### src/rtl/ahb_slave_if.sv
`timescale 1ns/1ps
// AHB-Lite slave front end of the AHB-to-APB bridge.
// Accepts address phases, decodes one of three APB regions and registers
// address/control/write data for the APB controller. The master is held with
// hready_out low until apb_done; out-of-range accesses get a two-cycle ERROR.
//
// state | meaning
// ------+-----------------------------------------------------------------
// IDLE  | ready for a new address phase, OKAY response
// BUSY  | transfer handed to APB side, master stalled until apb_done
// ERR1  | first ERROR cycle, hready_out low
// ERR2  | second ERROR cycle, hready_out high, any new address phase dropped
module ahb_slave_if #(
  parameter logic [31:0] BASE0 = 32'h8000_0000,
  parameter logic [31:0] BASE1 = 32'h8400_0000,
  parameter logic [31:0] BASE2 = 32'h8800_0000,
  parameter logic [31:0] RSIZE = 32'h0400_0000
) (
  input  logic        hclk,
  input  logic        hresetn,
  input  logic        hwrite,
  input  logic        hready_in,
  input  logic [1:0]  htrans,
  input  logic [31:0] haddr,
  input  logic [31:0] hwdata,
  input  logic        apb_done,
  input  logic [31:0] prdata,
  output logic        hready_out,
  output logic [1:0]  hresp,
  output logic [31:0] hr_data,
  output logic        valid,
  output logic [31:0] haddr_1,
  output logic [31:0] hwdata_1,
  output logic        hwrite_reg,
  output logic [2:0]  temp_selx
);

  localparam logic [1:0] RESP_OKAY  = 2'b00;
  localparam logic [1:0] RESP_ERROR = 2'b01;

  typedef enum logic [1:0] {S_IDLE, S_BUSY, S_ERR1, S_ERR2} state_t;

  state_t      state_q, state_d;
  logic        hready_out_q, hready_out_d;
  logic [1:0]  hresp_q, hresp_d;
  logic        valid_q, valid_d;
  logic [31:0] haddr_1_q, haddr_1_d;
  logic [31:0] hwdata_1_q, hwdata_1_d;
  logic        hwrite_reg_q, hwrite_reg_d;
  logic [2:0]  temp_selx_q, temp_selx_d;
  logic [31:0] hr_data_q, hr_data_d;

  logic [2:0]  sel_dec;
  logic        in_range;
  logic        accept;

  // Only htrans[1] distinguishes NONSEQ/SEQ from IDLE/BUSY.
  logic        unused_htrans0;
  assign unused_htrans0 = htrans[0];

  // Combinational region decode of the current address phase.
  always_comb begin
    sel_dec = 3'b000;
    if ((haddr >= BASE0) && (haddr < BASE0 + RSIZE)) sel_dec = 3'b001;
    else if ((haddr >= BASE1) && (haddr < BASE1 + RSIZE)) sel_dec = 3'b010;
    else if ((haddr >= BASE2) && (haddr < BASE2 + RSIZE)) sel_dec = 3'b100;
  end

  assign in_range = |sel_dec;
  assign accept   = hready_in & hready_out_q & htrans[1];

  // State and registered outputs; reset overrides any in-flight event.
  always_ff @(posedge hclk) begin
    if (hresetn) begin
      state_q      <= S_IDLE;
      hready_out_q <= 1'b1;
      hresp_q      <= RESP_OKAY;
      valid_q      <= 1'b0;
      haddr_1_q    <= '0;
      hwdata_1_q   <= '0;
      hwrite_reg_q <= 1'b0;
      temp_selx_q  <= '0;
      hr_data_q    <= '0;
    end else begin
      state_q      <= state_d;
      hready_out_q <= hready_out_d;
      hresp_q      <= hresp_d;
      valid_q      <= valid_d;
      haddr_1_q    <= haddr_1_d;
      hwdata_1_q   <= hwdata_1_d;
      hwrite_reg_q <= hwrite_reg_d;
      temp_selx_q  <= temp_selx_d;
      hr_data_q    <= hr_data_d;
    end
  end

  // Next-state and next-output logic.
  always_comb begin
    state_d      = state_q;
    hready_out_d = hready_out_q;
    hresp_d      = hresp_q;
    valid_d      = 1'b0;
    haddr_1_d    = haddr_1_q;
    hwdata_1_d   = hwdata_1_q;
    hwrite_reg_d = hwrite_reg_q;
    temp_selx_d  = temp_selx_q;
    hr_data_d    = hr_data_q;

    unique case (state_q)
      S_IDLE: begin
        hready_out_d = 1'b1;
        hresp_d      = RESP_OKAY;
        if (accept && in_range) begin
          state_d      = S_BUSY;
          hready_out_d = 1'b0;
          valid_d      = 1'b1;
          haddr_1_d    = haddr;
          hwrite_reg_d = hwrite;
          temp_selx_d  = sel_dec;
        end else if (accept) begin
          state_d      = S_ERR1;
          hready_out_d = 1'b0;
          hresp_d      = RESP_ERROR;
        end
      end
      S_BUSY: begin
        // valid_q doubles as the first-BUSY-cycle (data phase) marker.
        if (valid_q && hwrite_reg_q) hwdata_1_d = hwdata;
        if (apb_done) begin
          state_d      = S_IDLE;
          hready_out_d = 1'b1;
          temp_selx_d  = 3'b000;
          if (!hwrite_reg_q) hr_data_d = prdata;
        end
      end
      S_ERR1: begin
        state_d      = S_ERR2;
        hready_out_d = 1'b1;
        hresp_d      = RESP_ERROR;
      end
      S_ERR2: begin
        state_d      = S_IDLE;
        hready_out_d = 1'b1;
        hresp_d      = RESP_OKAY;
      end
      default: begin
        state_d      = S_IDLE;
        hready_out_d = 1'b1;
        hresp_d      = RESP_OKAY;
      end
    endcase
  end

  assign hready_out = hready_out_q;
  assign hresp      = hresp_q;
  assign hr_data    = hr_data_q;
  assign valid      = valid_q;
  assign haddr_1    = haddr_1_q;
  assign hwdata_1   = hwdata_1_q;
  assign hwrite_reg = hwrite_reg_q;
  assign temp_selx  = temp_selx_q;

endmodule

### config.mk
export PLATFORM = sky130hd
export DESIGN_NAME = ahb_slave_if
export DESIGN_NICKNAME = d
export VERILOG_FILES = /design/src/rtl/ahb_slave_if.sv
export SDC_FILE = /design/constraint.sdc
export NUM_CORES = 1
export LEC_CHECK = 0
export ABC_AREA = 1
export CAP_MARGIN = 15
export CORE_MARGIN = 2
export CORE_UTILIZATION = 42
export CTS_CLUSTER_DIAMETER = 200
export DETAILED_ROUTE_END_ITERATION = 10
export PLACE_DENSITY = 0.84
export SYNTH_ARGS = -nofsm -noshare
export SYNTH_HDL_FRONTEND = slang
export SYNTH_SLANG_ARGS = --single-unit
### constraint.sdc
create_clock -name hclk -period 3 [get_ports hclk]
set_input_delay 0.6 -clock hclk [delete_from_list [all_inputs] [get_ports hclk]]
set_output_delay 0.6 -clock hclk [all_outputs]
set_load 0.005 [all_outputs]
# After elaboration in Yosys (flattened, before gate mapping)
# Index checks and enable logic that the tools add are counted.
# totals
regBits	106
latch_bits	0
ram_bits	0
rom_bits	0
output_inout_bits	104
n_memories	0
# op_classes
add_sub_neg	0
n_mul	0
n_div	0
order_cmp	6
eq_ne	6
shifts	0
muxes	18
bitwise	4
reduce_logical	16
# op_table
operator	count
>= comparator 32 bit (second input constant)	3
less-than comparator 32 bit (second input constant)	3
2-to-1 mux 3 bit	5
one-hot mux 2 bit (4 select lines)	1
2-to-1 mux 1 bit	6
2-to-1 mux 2 bit	3
one-hot mux 2 bit (3 select lines)	1
one-hot mux 3 bit (2 select lines)	1
AND reduction 2 bit	3
AND reduction 3 bit	2
logical AND 1 bit	5
equality test 2 bit (second input constant)	2
inequality test 2 bit (second input constant)	2
OR reduction 2 bit	2
inequality test 3 bit (second input constant)	1
one-hot mux 1 bit (3 select lines)	1
nonzero test 3 bit	1
OR reduction 3 bit	1
AND 1 bit	2
equality test 2 x 1 -> 1 bit (second input constant)	1
zero test 2 bit	1
inverter 1 bit	2
nonzero test 2 bit	1

# Logic depth before layout (Yosys ltp)
# Gate-level depths: netlist (run 1).
# logic_depth
word_depth	9
ltp_mapped	10

# Worst setup path after synthesis (run 1)
# Ideal clock, no wire load.
# synth_path
path_type	input -> register
start	in haddr[30]
end	reg haddr_1_q[10], in the netlist haddr_1[10]
setup_time_ns	0.116
arrival_time_ns	1.494
required_ns	2.884
setup_slack_ns	1.390
cell_stages	10
cell_sequence	inv_1 -> nand2_1 -> nor2_4 -> o211ai_4 -> nor2_8 -> inv_4 -> buf_8 -> buf_12 -> nor2_2 -> nor2_1
# synth_between
elab_chain_len	8
word_cells_on_any_way	15
cone_classes	order compare (6); mux (3); reduce/logical (6)
# synth_rtl
item	line	text
start, declared	24	input logic [31:0] haddr,
>= comparator 32 bit or less-than comparator 32 bit (tied branches)	66	else if ((haddr >= BASE2) && (haddr < BASE2 + RSIZE)) sel_dec = 3'b100;
logical AND 1 bit	66	
2-to-1 mux 3 bit	66	
2-to-1 mux 3 bit	65	else if ((haddr >= BASE1) && (haddr < BASE1 + RSIZE)) sel_dec = 3'b010;
2-to-1 mux 3 bit (*)	64	if ((haddr >= BASE0) && (haddr < BASE0 + RSIZE)) sel_dec = 3'b001;
OR reduction 3 bit (*)	69	assign in_range = |sel_dec;
logical AND 1 bit (*)	113	if (accept && in_range) begin
AND reduction 2 bit (no source line) (*)	n/a	
end signal, assigned	89	haddr_1_q <= haddr_1_d;
end, declared	47	logic [31:0] haddr_1_q, haddr_1_d;
# Every way passes the cells marked *; elsewhere a longest branch is shown, timed or not.
# A chain may end at the register's enable or synchronous reset.

# Final worst setup path (run 1)
# layout_path
start	reg state_q[0]
end	reg hwdata_1_q[5], in the netlist hwdata_1[5]
# layout_between
elab_chain_len	2
# layout_rtl
item	line	text
start, declared	43	state_t state_q, state_d;
start signal, assigned	85	state_q <= state_d;
equality test 2 x 1 -> 1 bit	109	unique case (state_q)
AND reduction 2 bit (no source line)	n/a	
end signal, assigned	90	hwdata_1_q <= hwdata_1_d;
end, declared	48	logic [31:0] hwdata_1_q, hwdata_1_d;
# No other way between the ends.

==> run_results.csv, run 1 <==
group,metric,value,unit
run_status,status,"finished, final reports clean",
layout,fillers,702,
clock_tree,cts_buffer_depth,2,
floorplanning,die_area,0.00976,mm²
critical_path,reg2reg_from,"state_q[0]",
route,dr.pass1.iters,5,
critical_path,crit_family,"simple AND/OR/NAND/NOR gates",
critical_path,reg2reg_to,"hwdata_1[5]",
pwr,sw_frac_of_total,23.1,%
pwr,clockPowerShare,32.4,%
layout,syn_to_final_growth,59.6,%
floorplanning,coreArea,0.00872,mm²
clock_tree,cts_resized,0,
layout,design_area,0.00602,mm²
clock_tree,cts_buffers,9,
critical_path,cp.arrival,2.35,ns
pwr,seqPwrFrac,55.3,%
sta,rsz0062_at_grt,"false",
route,drc,0,
critical_path,critPathBufInv,2,
yosys,avgSynthCellArea,8.08,µm²
route,routed_via_density,4.89,
clock_tree,path_clk_slew,0.09,ns
yosys,synth.most_common_cell,"nor2_1",
route,num_vias,3757,
yosys,synthDistinctLibCells,29,
floorplanning,io_pins,207,
route,first_iter_violations,90,
placement,place_inst,754,
clock_tree,cts_setup_buffers,0,
critical_path,crit_slowest_cell,"inv_2",
floorplanning,row_count,34,
clock_tree,tritoncts,"built",
layout,final_cells,769,
floorplanning,dieHeight,98.8,µm
critical_path,path_cells,"inv_2 -> nor2_4 -> nand3_2 -> inv_2 -> nor2_1 -> nor2_1",
critical_path,cpPeakStageDelay,0.63,ns
yosys,yosys-top-cells-area,"dfxtp_1 56%, nor2_1 18%, o21ai_0 12%",
floorplanning,die_w,98.8,µm
worst_hold_path,min_from,"temp_selx[0]",
route,post_drt_wl_per_cell,14.1,µm
global_routing,grt_pass1_vias,3493,
sta,timing.final.crit_share,68.6,%
sta,fin_crit,2.06,ns
critical_path,required,3.29,ns
sta,tns,0,ns
critical_path,startpoint,"state_q[0]",
sta,fmax,486,MHz
global_routing,grt_overflow,0,
critical_path,crit_path_end_kind,"flop",
worst_hold_path,worstHoldPathCells,2,
layout,multiInputGateArea,0.00146,mm²
floorplanning,initial_core_util,43.3,%
critical_path,reg2reg_depth,6,
critical_path,crit_fanout,33,
placement,dp_hpwl,7950,µm
placement,io_buffers,204,
sta,setup_viol,0,
sta,relSlewSlack,61.1,%
yosys,yosysSeqAreaShare,55.7,%
layout,nNetsFinal,760,
layout,drive_above_1_share,6.35,%
critical_path,path_class,"flop to flop",
sta,drv_slew,0,
sta,holdWs,0.477,ns
pwr,p_leak,2.27,nW
placement,gp_congestion,0.780,
yosys,synth_top_cell_by_area,"dfxtp_1",
global_routing,grt.total_usage,21.6,%
job,max-cap-violations,0,
global_routing,grt_pass1_wl,17000,µm
route,wl,10900,µm
clock_tree,root_buffer,"clkbuf_8",
placement,place_ws,0.578,ns
clock_tree,cts_hold_buffers,0,
worst_hold_path,min_path_type,"flop to flop",
route,antenna_left,0,
placement,place_area,0.00584,mm²
critical_path,rrSetupSlack,0.94,ns
critical_path,startpoint_type,"flop",
sta,tightestPinTransition,0.583,ns
yosys,synth.top_cell.area_share,55.7,%
clock_tree,clk_latency,0.35,ns
yosys,ys_ff_latch,105,
sta,hold_viol_final,0,
layout,regArea,0.00210,mm²
worst_hold_path,holdPathEnd,"temp_selx[0]",
pwr,p_int,2.01,mW
sta,final.setup.worst_slack,0.941,ns
pwr,p_total,2.61,mW
pwr,combPwrFrac,12.3,%
yosys,synth_nets,570,
yosys,synth_common_cells,"182 x nor2_1, 105 x dfxtp_1, 94 x o21ai_0, 16 x clkbuf_1, 12 x nand2_1",
global_routing,grt_max_degree,42,
sta,skew,0.00970,ns
pwr,p_per_area,434,mW/mm²
yosys,synth_edf_count,0,
pwr,max-vdd-ir-drop,0.270,mV
yosys,ys_async_sr_fraction,0,%
yosys,ys_warn_count,0,
global_routing,grt_antenna_before_repair,0,
yosys,synth_ff_type,"dfxtp_1",
pwr,netSwitchingPower,0.603,mW
layout,num_antenna_cells,0,
yosys,postSynthCellCount,467,
yosys,synth_area,0.00377,mm²
clock_tree,htreeDepth,3,
layout,fin_util,69.1,%
clock_tree,cts.sink_count,105,
power by group through the flow:
stage               Clock, mW  Combinational, mW  Sequential [mW]
floorplan                   0              0.105             1.48
global placement            0              0.312             1.48
detailed placement          0              0.320             1.48
CTS                     0.867              0.322             1.45
global route            0.923              0.349             1.45
finish                  0.847              0.320             1.44
worst max path at each step:
stage / endpoint / slack, ns / depth (start not counted)
2_1_floorplan: haddr_1[10] / 1.39 / 10
3_3_place_gp: temp_selx[1] / 0.66 / 8
3_5_place_dp: temp_selx[1] / 0.58 / 8
4_1_cts: temp_selx[1] / 0.94 / 8
5_1_grt: hwdata_1[22] / 0.72 / 6
6_report: hwdata_1[5] / 0.94 / 6
cells by family after synthesis:
| group | after synthesis | synth area share [%] |
|---|---|---|
| other | 1 | 0.0994 |
| and+or+nand+nor | 216 | 24.1 |
| buffers and inverters | 41 | 5.50 |
| AOI/OAI and AO/OA | 104 | 14.6 |
| DFF | 105 | 55.7 |
metal layers:
layer | track usage, % | up-vias | wire [µm]
met5 | 0 | - | 0
met4 | 10.3 | 0 | 377
met3 | 4.68 | 34 | 723
met2 | 38.2 | 142 | 5540
met1 | 24.6 | 1710 | 4230
li1 | - | 1871 | -
placed cells by master, fill, tap and decap left out:
| cell type | netlist | final |
|---|---|---|
| a211oi_1 | 1 | 1 |
| a21oi_1 | 5 | 5 |
| a31oi_1 | 1 | 1 |
| a31oi_2 | 1 | 1 |
| buf_12 | 1 | 1 |
| buf_4 | 4 | 4 |
| bufinv_16 | 0 | 1 |
| clkbuf_1 | 16 | 1 |
| clkbuf_8 | 0 | 9 |
| clkdlybuf4s50_1 | 0 | 204 |
| clkinv_2 | 0 | 2 |
| clkinv_4 | 0 | 2 |
| conb_1 | 1 | 1 |
| dfxtp_1 | 105 | 105 |
| inv_1 | 6 | 5 |
| inv_2 | 4 | 5 |
| inv_4 | 1 | 1 |
| nand2_1 | 12 | 12 |
| nand2_4 | 1 | 1 |
| nand3_1 | 1 | 1 |
| nand3_2 | 2 | 2 |
| nand4_1 | 2 | 2 |
| nor2_1 | 182 | 182 |
| nor2_2 | 8 | 8 |
| nor2_4 | 3 | 3 |
| nor2_8 | 1 | 1 |
| nor3b_1 | 3 | 3 |
| o211ai_4 | 1 | 1 |
| o21ai_0 | 94 | 94 |
| o21bai_1 | 1 | 1 |
| or2_0 | 1 | 1 |
tightest hold or removal path, delay by kind of cell, from the launching register on:
family	cells	cell delay [ns]
flops	1	0.32
compound gates	1	0.05
simple gates	1	0.06
final cells by class:
type / count / share of cell area [%]
Clock inverter: 5 / 0.956
Tap cell: 108 / 2.24
Multi-Input combinational cell: 321 / 24.3
Timing Repair Buffer: 209 / 34.7
Sequential cell: 105 / 34.9
Clock buffer: 10 / 2.12
Inverter: 11 / 0.727
Power figures use the tool's default switching activity.
==> inputs of run 2 (changes only) <==
--- a/config.mk
+++ b/config.mk
@@ -8,10 +8,10 @@
 export ABC_AREA = 1
 export CAP_MARGIN = 15
 export CORE_MARGIN = 2
-export CORE_UTILIZATION = 42
+export CORE_UTILIZATION = 39
 export CTS_CLUSTER_DIAMETER = 200
 export DETAILED_ROUTE_END_ITERATION = 10
-export PLACE_DENSITY = 0.84
+export PLACE_DENSITY = 0.79
 export SYNTH_ARGS = -nofsm -noshare
 export SYNTH_HDL_FRONTEND = slang
 export SYNTH_SLANG_ARGS = --single-unit
==> constraint.sdc (replaced) <==
create_clock -name hclk -period 2 [get_ports hclk]
set_input_delay 0.4 -clock hclk [delete_from_list [all_inputs] [get_ports hclk]]
set_output_delay 0.4 -clock hclk [all_outputs]
set_load 0.005 [all_outputs]
==> run_results.csv, run 2 (same netlist as run 1, synthesis figures left out) <==
group,metric,value,unit
sta,setup_viol,0,
global_routing,grt_antenna_before_repair,0,
floorplanning,io_pins,207,
clock_tree,cts_buffers,9,
pwr,p_int,2.91,mW
clock_tree,cts_hold_buffers,0,
floorplanning,initial_core_util,40.5,%
global_routing,grt_overflow,0,
sta,rsz0062_at_grt,"false",
route,antenna_left,0,
clock_tree,htreeDepth,3,
placement,gp_congestion,0.742,
pwr,p_per_area,626,mW/mm²
layout,nNetsFinal,768,
layout,drive_above_1_share,7.46,%
clock_tree,tritoncts,"built",
clock_tree,cts_setup_buffers,0,
pwr,netSwitchingPower,0.927,mW
route,wl,11200,µm
route,drc,0,
route,dr.pass1.iters,4,
floorplanning,row_count,35,
pwr,max-vdd-ir-drop,0.431,mV
floorplanning,coreArea,0.00933,mm²
critical_path,crit_slowest_cell,"clkdlybuf4s50_1",
pwr,combPwrFrac,12.8,%
clock_tree,cts_buffer_depth,2,
critical_path,crit_family,"buffers and inverters",
pwr,p_leak,2.30,nW
worst_hold_path,min_path_type,"flop to flop",
critical_path,path_cells,"clkdlybuf4s50_1",
route,num_vias,3780,
global_routing,grt_pass1_wl,17400,µm
clock_tree,root_buffer,"clkbuf_8",
sta,relSlewSlack,65.7,%
critical_path,required,1.60,ns
critical_path,cp.arrival,1.32,ns
critical_path,crit_fanout,4,
route,routed_via_density,4.73,
route,first_iter_violations,88,
sta,timing.final.crit_share,85.9,%
sta,drv_slew,0,
sta,fmax,582,MHz
route,post_drt_wl_per_cell,14.1,µm
layout,fillers,823,
job,max-cap-violations,0,
global_routing,grt_max_degree,49,
pwr,clockPowerShare,30.7,%
sta,skew,0.0147,ns
critical_path,crit_path_end_kind,"output port",
critical_path,cpPeakStageDelay,0.56,ns
layout,layout_common_cells,"204 x clkdlybuf4s50_1, 182 x nor2_1, 105 x dfxtp_1",
clock_tree,cts_resized,0,
placement,io_buffers,204,
layout,mostFrequentLayoutCell,"clkdlybuf4s50_1",
floorplanning,die_area,0.0105,mm²
pwr,sw_frac_of_total,24.2,%
run_status,status,"finished, final reports clean",
placement,dp_hpwl,8400,µm
global_routing,grt_pass1_vias,3660,
floorplanning,die_w,102,µm
sta,tns,0,ns
global_routing,grt.total_usage,20.9,%
sta,fin_crit,1.72,ns
critical_path,critPathBufInv,1,
clock_tree,cts.sink_count,105,
layout,syn_to_final_growth,62.5,%
pwr,seqPwrFrac,56.5,%
layout,num_antenna_cells,0,
floorplanning,dieHeight,102,µm
sta,tightestPinTransition,0.513,ns
clock_tree,path_clk_slew,0.10,ns
clock_tree,clk_latency,0.35,ns
critical_path,path_class,"flop to output port",
critical_path,startpoint_type,"flop",
sta,hold_viol_final,0,
layout,fin_util,65.7,%
-- run 2: changes by cell type in the layout (fill, tap and decap cells not counted) --
cell and delta:
clkinvlp_4 +3, clkinv_2 -2, clkbuf_1 +1, clkinv_4 -1, buf_12 +3, buf_4 +5
inv_6 +1, bufinv_16 -1
-- run 2: final timing paths --
path	start	to	slack, ns	depth (start not counted)
min	haddr_1[29]	haddr_1[29]	0.48	1
max	hwrite_reg	hwrite_reg	0.28	1
min reg2reg	haddr_1[29]	haddr_1[29]	0.48	1
max reg2reg	state_q[0]	hr_data[9]	0.53	6
-- run 2: power by group through the flow --
stage,sequential [mW],clock (mW),combinational [mW]
2_1_floorplan,2.22,0,0.157
3_3_place_gp,2.21,0,0.481
3_5_place_dp,2.22,0,0.489
4_1_cts,2.17,1.22,0.493
5_1_grt,2.17,1.29,0.534
6_report,2.17,1.18,0.490
-- run 2: per-layer routing --
metal  vias up  global-route usage, %  wire length, µm
li1       1889                      -                -
met1      1727                   23.3             4390
met2       140                   37.6             5760
met3        24                   5.95              751
met4         0                   8.51              337
met5         -                      0                0
-- run 2: stage by stage --
stage / std cells / instance area (µm²) / setup WS (ns) / total power, mW / hold WS (ns)
after floorplan: 467 / 3770 / 0.590 / 2.37 / 0.456
after global placement: 783 / 5960 / 0.118 / 2.69 / 0.454
after detailed placement: 783 / 5960 / 0.0574 / 2.71 / 0.460
after CTS: 799 / 6130 / 0.227 / 3.88 / 0.480
after global routing: 799 / 6130 / 0.199 / 4.00 / 0.503
final: 799 / 6130 / 0.282 / 3.84 / 0.479
-- run 2: final cells by class --
class / count / area [µm²] / area share (%)
timing repair buffer: 217 / 2190 / 35.7
sequential: 105 / 2100 / 34.3
multi-input combinational: 321 / 1460 / 23.9
tap: 129 / 161 / 2.63
clock buffer: 11 / 131 / 2.14
inverter: 11 / 43.8 / 0.714
clock inverter: 5 / 40.0 / 0.653
==> inputs of run 3 (changes only) <==
==> config.mk (replaced) <==
export PLATFORM = sky130hd
export DESIGN_NAME = ahb_slave_if
export DESIGN_NICKNAME = d
export VERILOG_FILES = /design/src/rtl/ahb_slave_if.sv
export SDC_FILE = /design/constraint.sdc
export NUM_CORES = 1
export LEC_CHECK = 0
export CAP_MARGIN = 15
export CORE_MARGIN = 3
export CORE_UTILIZATION = 40
export CTS_CLUSTER_DIAMETER = 200
export DETAILED_ROUTE_END_ITERATION = 10
export PLACE_DENSITY = 0.78
export SYNTH_ARGS = -nofsm -noshare
export SYNTH_HDL_FRONTEND = slang
export SYNTH_SLANG_ARGS = --single-unit
==> run_results.csv, run 3 <==
group,metric,value,unit
route,drc,0,
yosys,ys_ff_latch,105,
yosys,yosysSeqAreaShare,51.7,%
sta,tightestPinTransition,0.511,ns
critical_path,rrSetupSlack,0.35,ns
clock_tree,clk_latency,0.35,ns
route,post_drt_wl_per_cell,14.2,µm
sta,setup_viol,0,
yosys,synth_top_cell_by_area,"dfxtp_1",
yosys,synth_area,0.00407,mm²
layout,syn_to_final_growth,56.9,%
pwr,p_int,2.95,mW
clock_tree,cts_buffers,9,
sta,timing.final.crit_share,89.1,%
sta,relSlewSlack,65.9,%
worst_hold_path,holdPathEnd,"hwdata_1[13]",
route,first_iter_violations,200,
clock_tree,cts_resized,0,
pwr,p_leak,2.16,nW
critical_path,reg2reg_to,"hwdata_1[18]",
sta,hold_viol_final,0,
placement,io_buffers,204,
critical_path,cp.arrival,1.38,ns
layout,nNetsFinal,756,
layout,num_antenna_cells,0,
global_routing,grt_pass1_wl,17600,µm
yosys,synth.most_common_cell,"nand2_1",
global_routing,grt_antenna_before_repair,0,
placement,place_ws,-0.0156,ns
critical_path,path_cells,"clkdlybuf4s50_1",
pwr,max-vdd-ir-drop,0.355,mV
pwr,sw_frac_of_total,21.9,%
worst_hold_path,worstHoldPathCells,2,
critical_path,cpPeakStageDelay,0.58,ns
clock_tree,cts_buffer_depth,2,
global_routing,grt_pass1_vias,3676,
critical_path,crit_slowest_cell,"clkdlybuf4s50_1",
sta,holdWs,0.457,ns
yosys,synth_edf_count,0,
worst_hold_path,min_from,"hwdata_1[13]",
route,dr.pass1.iters,4,
sta,fmax,561,MHz
floorplanning,initial_core_util,41.4,%
floorplanning,die_w,107,µm
pwr,netSwitchingPower,0.826,mW
yosys,synth.top_cell.area_share,51.7,%
sta,rsz0062_at_grt,"false",
sta,fin_crit,1.78,ns
clock_tree,cts.sink_count,105,
job,max-cap-violations,0,
yosys,synth_ff_type,"dfxtp_1",
layout,multiInputGateArea,0.00176,mm²
placement,dp_hpwl,8350,µm
pwr,p_total,3.78,mW
yosys,ys_warn_count,0,
critical_path,path_class,"flop to output port",
critical_path,path_depth,1,
yosys,synthDistinctLibCells,34,
route,antenna_left,0,
floorplanning,coreArea,0.00982,mm²
floorplanning,die_area,0.0114,mm²
floorplanning,row_count,36,
clock_tree,path_clk_slew,0.09,ns
global_routing,grt.total_usage,19.1,%
pwr,p_per_area,591,mW/mm²
critical_path,required,1.60,ns
layout,fillers,843,
critical_path,reg2reg_from,"state_q[0]",
run_status,status,"finished, final reports clean",
floorplanning,io_pins,207,
placement,gp_congestion,0.755,
yosys,synth_nets,566,
global_routing,met1_usage,21.9,%
yosys,ys_async_sr_fraction,0,%
layout,layout_common_cells,"203 x clkdlybuf4s50_1, 130 x nand2_1, 105 x dfxtp_1",
global_routing,grt_overflow,0,
yosys,postSynthCellCount,463,
critical_path,crit_fanout,6,
pwr,combPwrFrac,10.5,%
layout,regArea,0.00210,mm²
clock_tree,htreeDepth,3,
placement,place_inst,775,
global_routing,use_met2,33.2,%
clock_tree,root_buffer,"clkbuf_8",
route,wl,11200,µm
global_routing,top_usage_layer,"met2",
critical_path,startpoint_type,"flop",
yosys,yosys-top-cells-area,"dfxtp_1 52%, nand2_1 12%, nand2b_1 8.9%",
global_routing,grtUsageMet3,5.18,%
critical_path,critPathBufInv,1,
layout,final_cells,790,
layout,fin_util,65.0,%
route,num_vias,3730,
yosys,synth_common_cells,"130 x nand2_1, 105 x dfxtp_1, 68 x a21oi_1, 58 x nand2b_1, 30 x mux2i_1",
yosys,avgSynthCellArea,8.79,µm²
floorplanning,dieHeight,107,µm
sta,final.setup.worst_slack,0.217,ns
sta,drv_slew,0,
critical_path,reg2reg_depth,4,
clock_tree,tritoncts,"built",
critical_path,crit_family,"buffers and inverters",
route,routed_via_density,4.72,
layout,mostFrequentLayoutCell,"clkdlybuf4s50_1",
clock_tree,cts_setup_buffers,0,
sta,skew,0.00715,ns
pwr,clockPowerShare,33.0,%
pwr,seqPwrFrac,56.5,%
worst_hold_path,min_path_type,"flop to flop",
global_routing,grt_max_degree,61,
critical_path,crit_path_end_kind,"output port",
layout,drive_above_1_share,4.72,%
clock_tree,cts_hold_buffers,0,
run 3: cells by family after synthesis:
| logic type | after synthesis | synth area share [%] |
|---|---|---|
| AOI/OAI and AO/OA | 73 | 9.32 |
| buffers and inverters | 40 | 5.44 |
| DFF | 105 | 51.7 |
| muxes | 31 | 7.66 |
| other | 1 | 0.0922 |
| and+or+nand+nor | 213 | 25.8 |
run 3: tightest hold or removal path, stage by stage (launching register included):
cell and delay [ns]:
dfxtp_1 0.32, nand2_1 0.05, a21oi_1 0.05
run 3: metal layers:
metal,share of wire (%),up-vias
met3,7.0,19
met4,2.4,0
met2,50,124
met1,40,1710
met5,0,-
li1,-,1877
run 3: layout make-up:
type                    count  area share [%]
well taps                 133            2.61
multi-input cells         318            27.6
clock buffers              11            2.06
inverters                   3           0.176
flip-flops and latches    105            32.9
clock inverters             4           0.705
repair buffers            216            33.9
run 3: through the flow:
stage / instance area, µm² / setup TNS [ns]
6_report: 6380 / 0
5_1_grt: 6380 / 0
4_1_cts: 6380 / 0
3_5_place_dp: 6210 / -0.0375
3_3_place_gp: 6210 / 0
2_1_floorplan: 4070 / 0
run 3: power groups by stage:
stage / Sequential (mW) / Clock [mW] / Combinational (mW)
3_3_place_gp: 2.18 / 0 / 0.392
5_1_grt: 2.14 / 1.37 / 0.427
4_1_cts: 2.13 / 1.28 / 0.400
6_report: 2.13 / 1.25 / 0.396
2_1_floorplan: 2.18 / 0 / 0.130
3_5_place_dp: 2.18 / 0 / 0.397
run 3: worst max path at each step:
stage,to,from,slack [ns]
after floorplan,temp_selx[1],haddr[28],0.42
after global placement,temp_selx[1],haddr[28],0.02
after detailed placement,haddr_1[11],haddr[28],-0.02
after CTS,hwrite_reg,hwrite_reg,0.19
after global routing,hwrite_reg,hwrite_reg,0.15
final,hwrite_reg,hwrite_reg,0.22
